--- src/rtl/stream_downsizer.sv ---
// Stream downsizer: accepts DSIZE-bit words over a valid/ready handshake and
// emits them as DSIZE/OSIZE slices of OSIZE bits, least-significant slice
// first. A new word can be loaded on the same cycle the last slice leaves, so
// a continuous input stream produces one slice per cycle with no bubbles.
module stream_downsizer #(
    parameter int DSIZE = 32,
    parameter int OSIZE = 8
) (
    input  logic             clk,
    input  logic             rst_n,
    input  logic             clear_n,
    input  logic [DSIZE-1:0] in_data,
    input  logic             in_valid,
    output logic             in_ready,
    output logic [OSIZE-1:0] out_data,
    output logic             out_valid,
    input  logic             out_ready,
    output logic             out_last
);

    localparam int RATIO = DSIZE / OSIZE;
    localparam int IDX_W = (RATIO > 1) ? $clog2(RATIO) : 1;
    localparam logic [IDX_W-1:0] LAST_IDX = IDX_W'(RATIO - 1);

    typedef enum logic {
        EMPTY = 1'b0,
        BUSY  = 1'b1
    } state_t;

    // A word that does not split into whole slices is a configuration error.
    if (DSIZE % OSIZE != 0) begin : g_bad_ratio
        $error("stream_downsizer: DSIZE (%0d) must be a multiple of OSIZE (%0d)", DSIZE, OSIZE);
    end

    state_t           state, state_next;
    logic [IDX_W-1:0] idx, idx_next;
    logic [DSIZE-1:0] hold;

    logic last_slice;
    logic out_hs;
    logic in_hs;

    // Handshake qualifiers and output decode; a low clear_n masks both sides.
    always_comb begin
        last_slice = (idx == LAST_IDX);
        out_valid  = (state == BUSY) && clear_n;
        out_last   = out_valid && last_slice;
        out_hs     = out_valid && out_ready;
        in_ready   = clear_n && ((state == EMPTY) || (out_hs && last_slice));
        in_hs      = in_valid && in_ready;
        out_data   = hold[int'(idx) * OSIZE +: OSIZE];
    end

    // Next-state and slice-index logic; clear overrides both handshakes.
    always_comb begin
        // NOTE: every output of this block is defaulted first so no path can
        // leave a value unassigned and infer a latch.
        state_next = state;
        idx_next   = idx;
        if (!clear_n) begin
            state_next = EMPTY;
            idx_next   = '0;
        end else begin
            case (state)
                EMPTY: begin
                    if (in_hs) begin
                        state_next = BUSY;
                        idx_next   = '0;
                    end
                end
                BUSY: begin
                    if (out_hs) begin
                        if (last_slice) begin
                            // Reload on the last slice keeps the stream gapless.
                            state_next = in_hs ? BUSY : EMPTY;
                            idx_next   = '0;
                        end else begin
                            // Only reached below LAST_IDX, so idx stays in range
                            // even when RATIO is not a power of two.
                            idx_next = idx + 1'b1;
                        end
                    end
                end
                default: begin
                    state_next = EMPTY;
                    idx_next   = '0;
                end
            endcase
        end
    end

    // State and index registers, forced empty asynchronously by reset.
    always_ff @(posedge clk or negedge rst_n) begin
        // NOTE: registers are written with <= so every flop samples the
        // pre-edge values, independent of statement order.
        if (!rst_n) begin
            state <= EMPTY;
            idx   <= '0;
        end else begin
            state <= state_next;
            idx   <= idx_next;
        end
    end

    // Word hold register, loaded on every accepted input word.
    always_ff @(posedge clk) begin
        // NOTE: the data register has no reset; out_valid qualifies it, so a
        // reset here would only add routing to a wide datapath.
        if (in_hs) begin
            hold <= in_data;
        end
    end

endmodule

--- config.mk ---
export PLATFORM = sky130hd
export DESIGN_NAME = stream_downsizer
export DESIGN_NICKNAME = d
export VERILOG_FILES = /design/src/rtl/stream_downsizer.sv
export SDC_FILE = /design/constraint.sdc
export NUM_CORES = 1
export LEC_CHECK = 0
export BUFFER_PORTS_ARGS = -buffer_cell sky130_fd_sc_hd__buf_2
export CAP_MARGIN = 20
export CORE_ASPECT_RATIO = 0.8
export CORE_UTILIZATION = 48
export CTS_CLUSTER_DIAMETER = 100
export CTS_CLUSTER_SIZE = 16
export DETAILED_ROUTE_END_ITERATION = 7
export PLACE_DENSITY = 0.84
export SYNTH_ARGS = -nofsm -noshare
export SYNTH_HDL_FRONTEND = slang
export SYNTH_SLANG_ARGS = --single-unit
--- constraint.sdc ---
create_clock -name clk -period 2.2 [get_ports clk]
set_input_delay 0.44 -clock clk [delete_from_list [all_inputs] [get_ports clk]]
set_output_delay 0.44 -clock clk [all_outputs]
set_load 0.02 [all_outputs]
==> results.sh, run 1 <==
export IMPL_status="complete, no violations"
export IMPL_synth_seq_cells=35
export IMPL_start_util=0.528
export IMPL_grt_max_degree=33
export IMPL_num_antenna_cells=0
export IMPL_drive_above_1_share=0.573
export IMPL_place_area_um2=1630
export IMPL_r2r_setup_slack_ns=0.41
export IMPL_setup_tns_ns=0
export IMPL_cts_buffers=5
export IMPL_cap_violations=0
export IMPL_period_share=0.939
export IMPL_r2r_start="idx[0]"
export IMPL_root_buffer="clkbuf_4"
export IMPL_post_cts_buffers=0
export IMPL_dp_hpwl_um=1540
export IMPL_power_share_combinational=0.093
export IMPL_cp_endpoint="out_data[3]"
export IMPL_maxSlewHeadroom=0.739
export IMPL_final_common_cell="buf_2"
export IMPL_ys_warn_count=0
export IMPL_die_height_um=49.3
export IMPL_drc=0
export IMPL_place_ws_ns=0.418
export IMPL_p_int_uw=931
export IMPL_power_frac_clock=0.262
export IMPL_num_rows=16
export IMPL_core_um2=2540
export IMPL_fmax_ghz=0.484
export IMPL_slew_violations=0
export IMPL_crit_path_end_kind="output port"
export IMPL_slowest_stage="mux4_2"
export IMPL_crit_type="reg -> out"
export IMPL_die_w_um=61.1
export IMPL_cp_depth=3
export IMPL_synth_area_leaders="edfxtp_1 72%, mux4_2 13%, dfrtp_1 5.6%"
export IMPL_finalSetupViolCount=0
export IMPL_synth_cell_types=19
export IMPL_ir_drop_mv=0.479
export IMPL_worst_path_buf_inv=2
export IMPL_netlist_top_cell_by_area="edfxtp_1"
export IMPL_crit_chain="buf_4 > mux4_2 > buf_2"
export IMPL_cellPowerDensity_nw_per_um2=701
export IMPL_yosys_area_top_type_share=0.716
export IMPL_crit_start="idx[0]"
export IMPL_drt_first_iter_violations=17
export IMPL_ys_seq_area_frac=0.772
export IMPL_fin_area_um2=1690
export IMPL_synthesis_area_um2=1340
export IMPL_ioPinCount=48
export IMPL_critPathMaxStageDelay_ns=0.50
export IMPL_reg2reg_to="hold[8]"
export IMPL_wirelength_um=2150
export IMPL_clock_latency_ns=0.33
export IMPL_port_buffers=47
export IMPL_hold_path_class="in -> reg"
export IMPL_p_sw_uw=256
export IMPL_critPathArrivalTime_ns=1.63
export IMPL_grt_ovfl_total=0
export IMPL_clk_pin_slew_ns=0.10
export IMPL_pwr_share_seq=0.644
export IMPL_syn_avg_cell_area_um2=22.4
export IMPL_crit_family="multiplexers"
export IMPL_fin_skew_ns=0.0118
export IMPL_start_kind="flip-flop"
export IMPL_worstMarginPinSlew_ns=0.391
export IMPL_final_cell_mix="47 x buf_2, 32 x edfxtp_1, 8 x mux4_2, 5 x clkbuf_4, 4 x buf_4"
export IMPL_dr_pass1_iters=3
export IMPL_dieArea_um2=3010
export IMPL_leakage_nw=0.662
export IMPL_cts_tree="yes"
export IMPL_worst_slack_ns=0.133
export IMPL_finalCriticalPeriod_ns=2.07
export IMPL_syn_nets=98
export IMPL_grt_pass1_vias=764
export IMPL_rsz0062_at_grt="no"
export IMPL_worst_path_max_fanout=6
export IMPL_h_tree_depth=2
export IMPL_syn_inst=60
export IMPL_total_power_mw=1.19
export IMPL_grt_usage=0.161
export IMPL_wl_per_cell_um=14.1
export IMPL_clock_sinks=35
export IMPL_drt_antenna_violating_nets=0
export IMPL_grt_antenna_before_repair=0
export IMPL_vias=752
export IMPL_worst_r2r_cell_count=4
export IMPL_area_growth_pct=26.1
export IMPL_netSwitchingFraction=0.216
export IMPL_worst_endpoint_required_ns=1.76
export IMPL_cts_max_path_buffers=2
export IMPL_final_hold_violation_count=0
export IMPL_grt_pass1_wl_um=3180
export IMPL_fin_nets=154
export IMPL_place_congestion=0.744
export IMPL_via_per_inst=4.92
==> worst register-to-register path: cells and delay by family, from the launching register on <==
kind	cells	cell delay (ns)
AO/OA/AOI/OAI	1	0.31
adder cells (fa/ha/maj)	1	0.24
AND/OR/NAND/NOR	1	0.22
flip-flops	1	0.47
buffers and inverters	1	0.25
==> logic make-up after synthesis <==
group	after synthesis	share of synthesized area
AO/OA/AOI/OAI	4	0.0214
multiplexers	9	0.143
flip-flops	35	0.772
adder cells (fa/ha/maj)	1	0.00932
buffers and inverters	3	0.0149
AND/OR/NAND/NOR	8	0.0401
==> timing repair <==
item | 4_1_cts | 5_1_grt
setup endpoints to repair | 0 | 6
hold buffers | 1 | 0
resized for setup | 0 | 1
endpoints found under the hold margin | 3 | 0
==> synthesized netlist by cell type (all sizes together) <==
master   count
and2         1
nor2b        1
and3         1
dfrtp        3
a21boi       1
and4bb       1
mux4         8
o2bb2ai      1
ha           1
o21ai        1
o21a         1
clkbuf       2
nand4        1
nand2        2
edfxtp      32
and3b        1
buf          1
mux2         1
==> per-layer routing <==
layer / vias to the layer above / global-route usage / share of wire
met5: - / 0 / 0
met4: 0 / 0.0795 / 0.021
met3: 5 / 0.0902 / 0.084
met2: 42 / 0.257 / 0.47
met1: 344 / 0.166 / 0.42
li1: 361 / - / -
==> through the flow <==
step	utilization	hold slack, ns	std cells
global route	0.666	0.244	153
CTS	0.665	0.254	153
global placement	0.642	0.240	144
floorplan	-	0.144	60
finish	0.666	0.271	153
detailed placement	0.642	0.242	144
==> power by group through the flow <==
stage | sequential (mW) | clock, mW | combinational [mW]
floorplan | 0.776 | 0 | 0.0599
global placement | 0.778 | 0 | 0.107
detailed placement | 0.780 | 0 | 0.111
CTS | 0.765 | 0.321 | 0.113
global route | 0.767 | 0.348 | 0.121
finish | 0.765 | 0.312 | 0.111
==> worst min path at each step <==
stage | slack [ns] | to | from | cells after the start
floorplan | 0.14 | idx[0] | rst_n | 0
global placement | 0.24 | state | rst_n | 1
detailed placement | 0.24 | idx[1] | rst_n | 1
CTS | 0.25 | hold[28] | in_data[28] | 1
global route | 0.24 | hold[26] | in_data[26] | 1
finish | 0.27 | hold[30] | in_data[30] | 1
==> flip-flops by register name, indices dropped and copies added (netlist names) <==
name,cells
hold,32
idx,2
state,1
==> cell type report <==
class | count | area, um^2
well taps | 36 | 45.0
clock inverters | 2 | 7.51
clock buffers | 6 | 41.3
fillers | 187 | 850
repair buffers | 52 | 275
multi-input cells | 22 | 287
flip-flops and latches | 35 | 1040
(Power assumes the default switching activity.)
==> run 2: changes to the inputs <==
--- a/config.mk
+++ b/config.mk
@@ -9,6 +9,7 @@
 export CAP_MARGIN = 20
 export CORE_ASPECT_RATIO = 0.8
 export CORE_UTILIZATION = 48
+export CTS_BUF_LIST = sky130_fd_sc_hd__clkbuf_8 sky130_fd_sc_hd__clkbuf_16
 export CTS_CLUSTER_DIAMETER = 100
 export CTS_CLUSTER_SIZE = 16
 export DETAILED_ROUTE_END_ITERATION = 7
==> run 2 against run 1 <==
Net effect:
- maximum frequency up 0.26%
- power up 7.5%
- sequential cell count unchanged
- wire length down 4.8%
- die area unchanged
- sequential share of layout area down 1.1 points
- sequential power about the same
- clock skew down 0.0085 ns
- combinational power about the same
- cell count unchanged
- critical path type unchanged
==> results.sh, run 2 (synthesis results as in run 1) <==
export IMPL_status="complete, no violations"
export IMPL_wl_per_cell_um=13.4
export IMPL_final_hold_violation_count=0
export IMPL_post_cts_buffers=0
export IMPL_num_rows=16
export IMPL_r2r_start="idx[0]"
export IMPL_worst_path_max_fanout=6
export IMPL_dr_pass1_iters=3
export IMPL_vias=747
export IMPL_drive_above_1_share=0.564
export IMPL_setup_tns_ns=0
export IMPL_min_path_cells=1
export IMPL_ioPinCount=48
export IMPL_dp_cells=144
export IMPL_cts_tree="yes"
export IMPL_cts_buffers=5
export IMPL_grt_pass1_vias=774
export IMPL_clock_sinks=35
export IMPL_final_cell_mix="47 x buf_2, 32 x edfxtp_1, 8 x mux4_2, 5 x clkbuf_8, 4 x buf_4"
export IMPL_final_common_cell="buf_2"
export IMPL_grt_pass1_wl_um=3120
export IMPL_clock_latency_ns=0.27
export IMPL_drt_antenna_violating_nets=0
export IMPL_rsz0062_at_grt="no"
export IMPL_h_tree_depth=2
export IMPL_grt_ovfl_total=0
export IMPL_grt_max_degree=33
export IMPL_place_congestion=0.744
export IMPL_drt_first_iter_violations=12
export IMPL_num_antenna_cells=0
export IMPL_final_cell_count_no_fill=153
export IMPL_fmax_ghz=0.485
export IMPL_finalSetupViolCount=0
export IMPL_start_kind="flip-flop"
export IMPL_core_um2=2540
export IMPL_fin_nets=154
export IMPL_area_growth_pct=28.3
export IMPL_wirelength_um=2050
export IMPL_min_from="in_data[28]"
export IMPL_port_buffers=47
export IMPL_maxSlewHeadroom=0.748
export IMPL_crit_start="idx[0]"
export IMPL_worst_slack_ns=0.139
export IMPL_period_share=0.937
export IMPL_die_w_um=61.1
export IMPL_critPathArrivalTime_ns=1.62
export IMPL_crit_path_end_kind="output port"
export IMPL_cts_resized=0
export IMPL_leakage_nw=0.680
export IMPL_drc=0
export IMPL_hold_path_class="in -> reg"
export IMPL_start_util=0.528
export IMPL_worstMarginPinSlew_ns=0.379
export IMPL_largest_register="hold"
export IMPL_via_per_inst=4.88
export IMPL_cap_violations=0
export IMPL_worst_endpoint_required_ns=1.76
export IMPL_place_ws_ns=0.418
export IMPL_final_fill_count=183
export IMPL_clk_pin_slew_ns=0.06
export IMPL_root_buffer="clkbuf_8"
export IMPL_crit_type="reg -> out"
export IMPL_finalCriticalPeriod_ns=2.06
export IMPL_grt_usage=0.156
export IMPL_dp_hpwl_um=1540
export IMPL_top_regs="hold x32, idx x2, state x1"
export IMPL_grt_antenna_before_repair=0
export IMPL_cts_max_path_buffers=2
export IMPL_ir_drop_mv=0.591
export IMPL_fin_skew_ns=0.00328
export IMPL_worst_r2r_cell_count=4
export IMPL_die_height_um=49.3
export IMPL_dieArea_um2=3010
export IMPL_largest_reg_flops=32
export IMPL_slew_violations=0
export IMPL_cellPowerDensity_nw_per_um2=741
run 2: changes by cell type in the layout (fill, tap and decap cells not counted), sizes merged:
cell / before / now
clkbuf: 6 / 5
inv: 0 / 1
run 2: layout make-up:
| cell class | count | area [um^2] | share of cell area |
|---|---|---|---|
| clock buffers | 5 | 68.8 | 0.0399 |
| clock inverters | 3 | 11.3 | 0.00654 |
| multi-input cells | 22 | 287 | 0.166 |
| repair buffers | 52 | 275 | 0.160 |
| flip-flops and latches | 35 | 1040 | 0.601 |
| well taps | 36 | 45.0 | 0.0261 |
run 2: power by group:
part           switching (mW)  leakage (nW)  internal, mW  total (mW)
logic                  0.0529         0.300        0.0573       0.110
registers             0.00901         0.336         0.757       0.766
clock network           0.190        0.0444         0.210       0.401
run 2: stage by stage:
stage / instance area (um^2) / util / power, mW / hold WS, ns
floorplan: 1340 / - / 0.836 / 0.144
global placement: 1630 / 0.642 / 0.885 / 0.240
detailed placement: 1630 / 0.642 / 0.891 / 0.242
CTS: 1720 / 0.678 / 1.30 / 0.328
global route: 1720 / 0.678 / 1.33 / 0.323
finish: 1720 / 0.678 / 1.28 / 0.339
run 2: what timing repair did:
action	in CTS	in global routing
hold buffers	1	0
setup endpoints to repair	0	0
endpoints found under the hold margin	3	0
run 2: worst paths after layout:
| kind | end | slack (ns) |
|---|---|---|
| worst max-delay path | out_data[3] | 0.14 |
| worst min-delay path | hold[28] | 0.34 |
| worst max register to register | hold[12] | 0.41 |
| worst min register to register | idx[1] | 0.62 |
| max in group asynchronous | idx[1] | 1.60 |
| min in group asynchronous | state | 0.49 |
run 2: worst max-delay path: stages, from the launching register on:
cell and delay, ns:
dfrtp_1 0.47, buf_4 0.20, mux4_2 0.50, buf_2 0.17
run 2: per-layer routing:
metal  routed length, um  GRT usage  up-vias
li1                    -          -      359
met1                 834      0.150      349
met2                 995      0.263       37
met3                 203     0.0902        2
met4                  17     0.0682        0
met5                   0          0        -
==> run 3: changes to the inputs <==
==> constraint.sdc (replaced) <==
create_clock -name clk -period 2.2 [get_ports clk]
set_input_delay 0.22 -clock clk [delete_from_list [all_inputs] [get_ports clk]]
set_output_delay 0.22 -clock clk [all_outputs]
set_load 0.02 [all_outputs]
==> run 3 against run 2 <==
Net effect:
- register-to-register slack lost 0.21 ns
- sequential share of layout area grew 0.48 points
- first-iteration DRC count grew to 3.3 times the previous value
- hold slack lost 0.23 ns
==> results.sh, run 3 (synthesis results as in run 1) <==
export IMPL_status="complete, no violations"
export IMPL_grt_ovfl_total=0
export IMPL_grt_pass1_vias=815
export IMPL_worst_endpoint_required_ns=2.14
export IMPL_p_sw_uw=273
export IMPL_drive_above_1_share=0.565
export IMPL_clk_pin_slew_ns=0.07
export IMPL_die_height_um=49.3
export IMPL_root_buffer="clkbuf_8"
export IMPL_utilization=0.672
export IMPL_largest_reg_flops=32
export IMPL_start_kind="flip-flop"
export IMPL_via_per_inst=5.09
export IMPL_grt_max_degree=33
export IMPL_die_w_um=61.1
export IMPL_cap_violations=0
export IMPL_period_share=0.908
export IMPL_netSwitchingFraction=0.211
export IMPL_num_antenna_cells=0
export IMPL_grt_pass1_wl_um=3470
export IMPL_place_congestion=0.758
export IMPL_crit_type="reg -> reg"
export IMPL_drt_first_iter_violations=40
export IMPL_clock_latency_ns=0.28
export IMPL_grt_usage=0.179
export IMPL_cts_tree="yes"
export IMPL_post_cts_buffers=0
export IMPL_leakage_nw=0.676
export IMPL_hold_path_class="in -> reg"
export IMPL_start_util=0.528
export IMPL_finalCriticalPeriod_ns=2.00
export IMPL_rsz0062_at_grt="no"
export IMPL_final_cell_mix="47 x buf_2, 32 x edfxtp_1, 8 x mux4_2, 5 x clkbuf_8, 3 x dfrtp_1"
export IMPL_fin_skew_ns=0.00390
export IMPL_drt_antenna_violating_nets=0
export IMPL_ioPinCount=48
export IMPL_wirelength_um=2380
export IMPL_grt_antenna_before_repair=0
export IMPL_cellPowerDensity_nw_per_um2=760
export IMPL_area_growth_pct=27.3
export IMPL_maxSlewHeadroom=0.717
export IMPL_final_common_cell="buf_2"
export IMPL_clock_sinks=35
export IMPL_dieArea_um2=3010
export IMPL_cts_max_path_buffers=2
export IMPL_worstMarginPinSlew_ns=0.425
export IMPL_crit_path_end_kind="flip-flop"
export IMPL_largest_register="hold"
export IMPL_setup_tns_ns=0
export IMPL_critPathMaxStageDelay_ns=0.60
export IMPL_slowest_stage="dfrtp_1"
export IMPL_crit_family="flip-flops"
export IMPL_final_cell_count_no_fill=151
export IMPL_vias=769
export IMPL_num_rows=16
export IMPL_pwr_share_seq=0.590
export IMPL_fmax_ghz=0.501
export IMPL_total_power_mw=1.30
export IMPL_critPathArrivalTime_ns=1.94
export IMPL_finalSetupViolCount=0
export IMPL_power_frac_clock=0.325
export IMPL_dp_cells=142
export IMPL_drc=0
export IMPL_top_regs="hold x32, idx x2, state x1"
export IMPL_worst_path_max_fanout=32
export IMPL_crit_chain="ha_1 > a21boi_0 > and3b_1 > buf_4"
export IMPL_worst_path_buf_inv=1
export IMPL_wl_per_cell_um=15.8
export IMPL_core_um2=2540
export IMPL_p_int_mw=1.02
export IMPL_port_buffers=47
export IMPL_fin_nets=152
export IMPL_dp_hpwl_um=1630
export IMPL_cts_buffers=5
export IMPL_ir_drop_mv=0.460
export IMPL_h_tree_depth=2
export IMPL_dr_pass1_iters=4
export IMPL_final_hold_violation_count=0
export IMPL_slew_violations=0
export IMPL_power_share_combinational=0.086
==> run 3: path summary, 6_finish.rpt <==
path | end | startpoint | cells past startpoint | slack [ns]
min in group asynchronous | idx[1] | rst_n | 2 | 0.26
min reg2reg | idx[1] | state | 2 | 0.62
max in group asynchronous | idx[0] | rst_n | 2 | 1.82
max | hold[12] | idx[1] | 4 | 0.20
max reg2reg | hold[12] | idx[1] | 4 | 0.20
min | hold[13] | in_data[13] | 1 | 0.11
==> run 3: worst register-to-register path: stages (launching register included) <==
cell and delay, ns:
dfrtp_1 0.60, ha_1 0.27, a21boi_0 0.14, and3b_1 0.26
buf_4 0.37
==> run 3: metrics by stage <==
| step | cell area (um^2) | worst slack, ns | hold slack [ns] |
|---|---|---|---|
| 2_1_floorplan | 1340 | 0.274 | -0.0756 |
| 3_3_place_gp | 1620 | 0.329 | 0.0206 |
| 3_5_place_dp | 1620 | 0.217 | 0.0237 |
| 4_1_cts | 1710 | 0.205 | 0.0986 |
| 5_1_grt | 1710 | 0.0742 | 0.0956 |
| 6_report | 1710 | 0.203 | 0.106 |
==> run 3: routing by layer <==
| layer | vias to the layer above | track usage | share of wire | wire (um) |
|---|---|---|---|---|
| met5 | - | 0 | 0 | 0 |
| met4 | 0 | 0.140 | 0.016 | 38 |
| met3 | 4 | 0.0663 | 0.089 | 213 |
| met2 | 42 | 0.284 | 0.48 | 1150 |
| met1 | 368 | 0.184 | 0.41 | 978 |
| li1 | 355 | - | - | - |
==> run 3: cell type report <==
type / count / area (um^2)
clock buffers: 5 / 68.8
clock inverters: 3 / 12.5
fillers: 186 / 833
multi-input cells: 22 / 287
flip-flops and latches: 35 / 1040
well taps: 36 / 45.0
repair buffers: 50 / 260
==> run 3: timing repair <==
action / CTS / global route
endpoints found under the hold margin: 3 / 0
resized for setup: 0 / 0
hold buffers: 1 / 0
==> run 3: power groups by stage <==
stage	Sequential, mW	Combinational [mW]	Clock [mW]
2_1_floorplan	0.776	0.0599	0
3_3_place_gp	0.777	0.107	0
3_5_place_dp	0.779	0.111	0
4_1_cts	0.766	0.113	0.436
5_1_grt	0.767	0.121	0.453
6_report	0.765	0.111	0.422
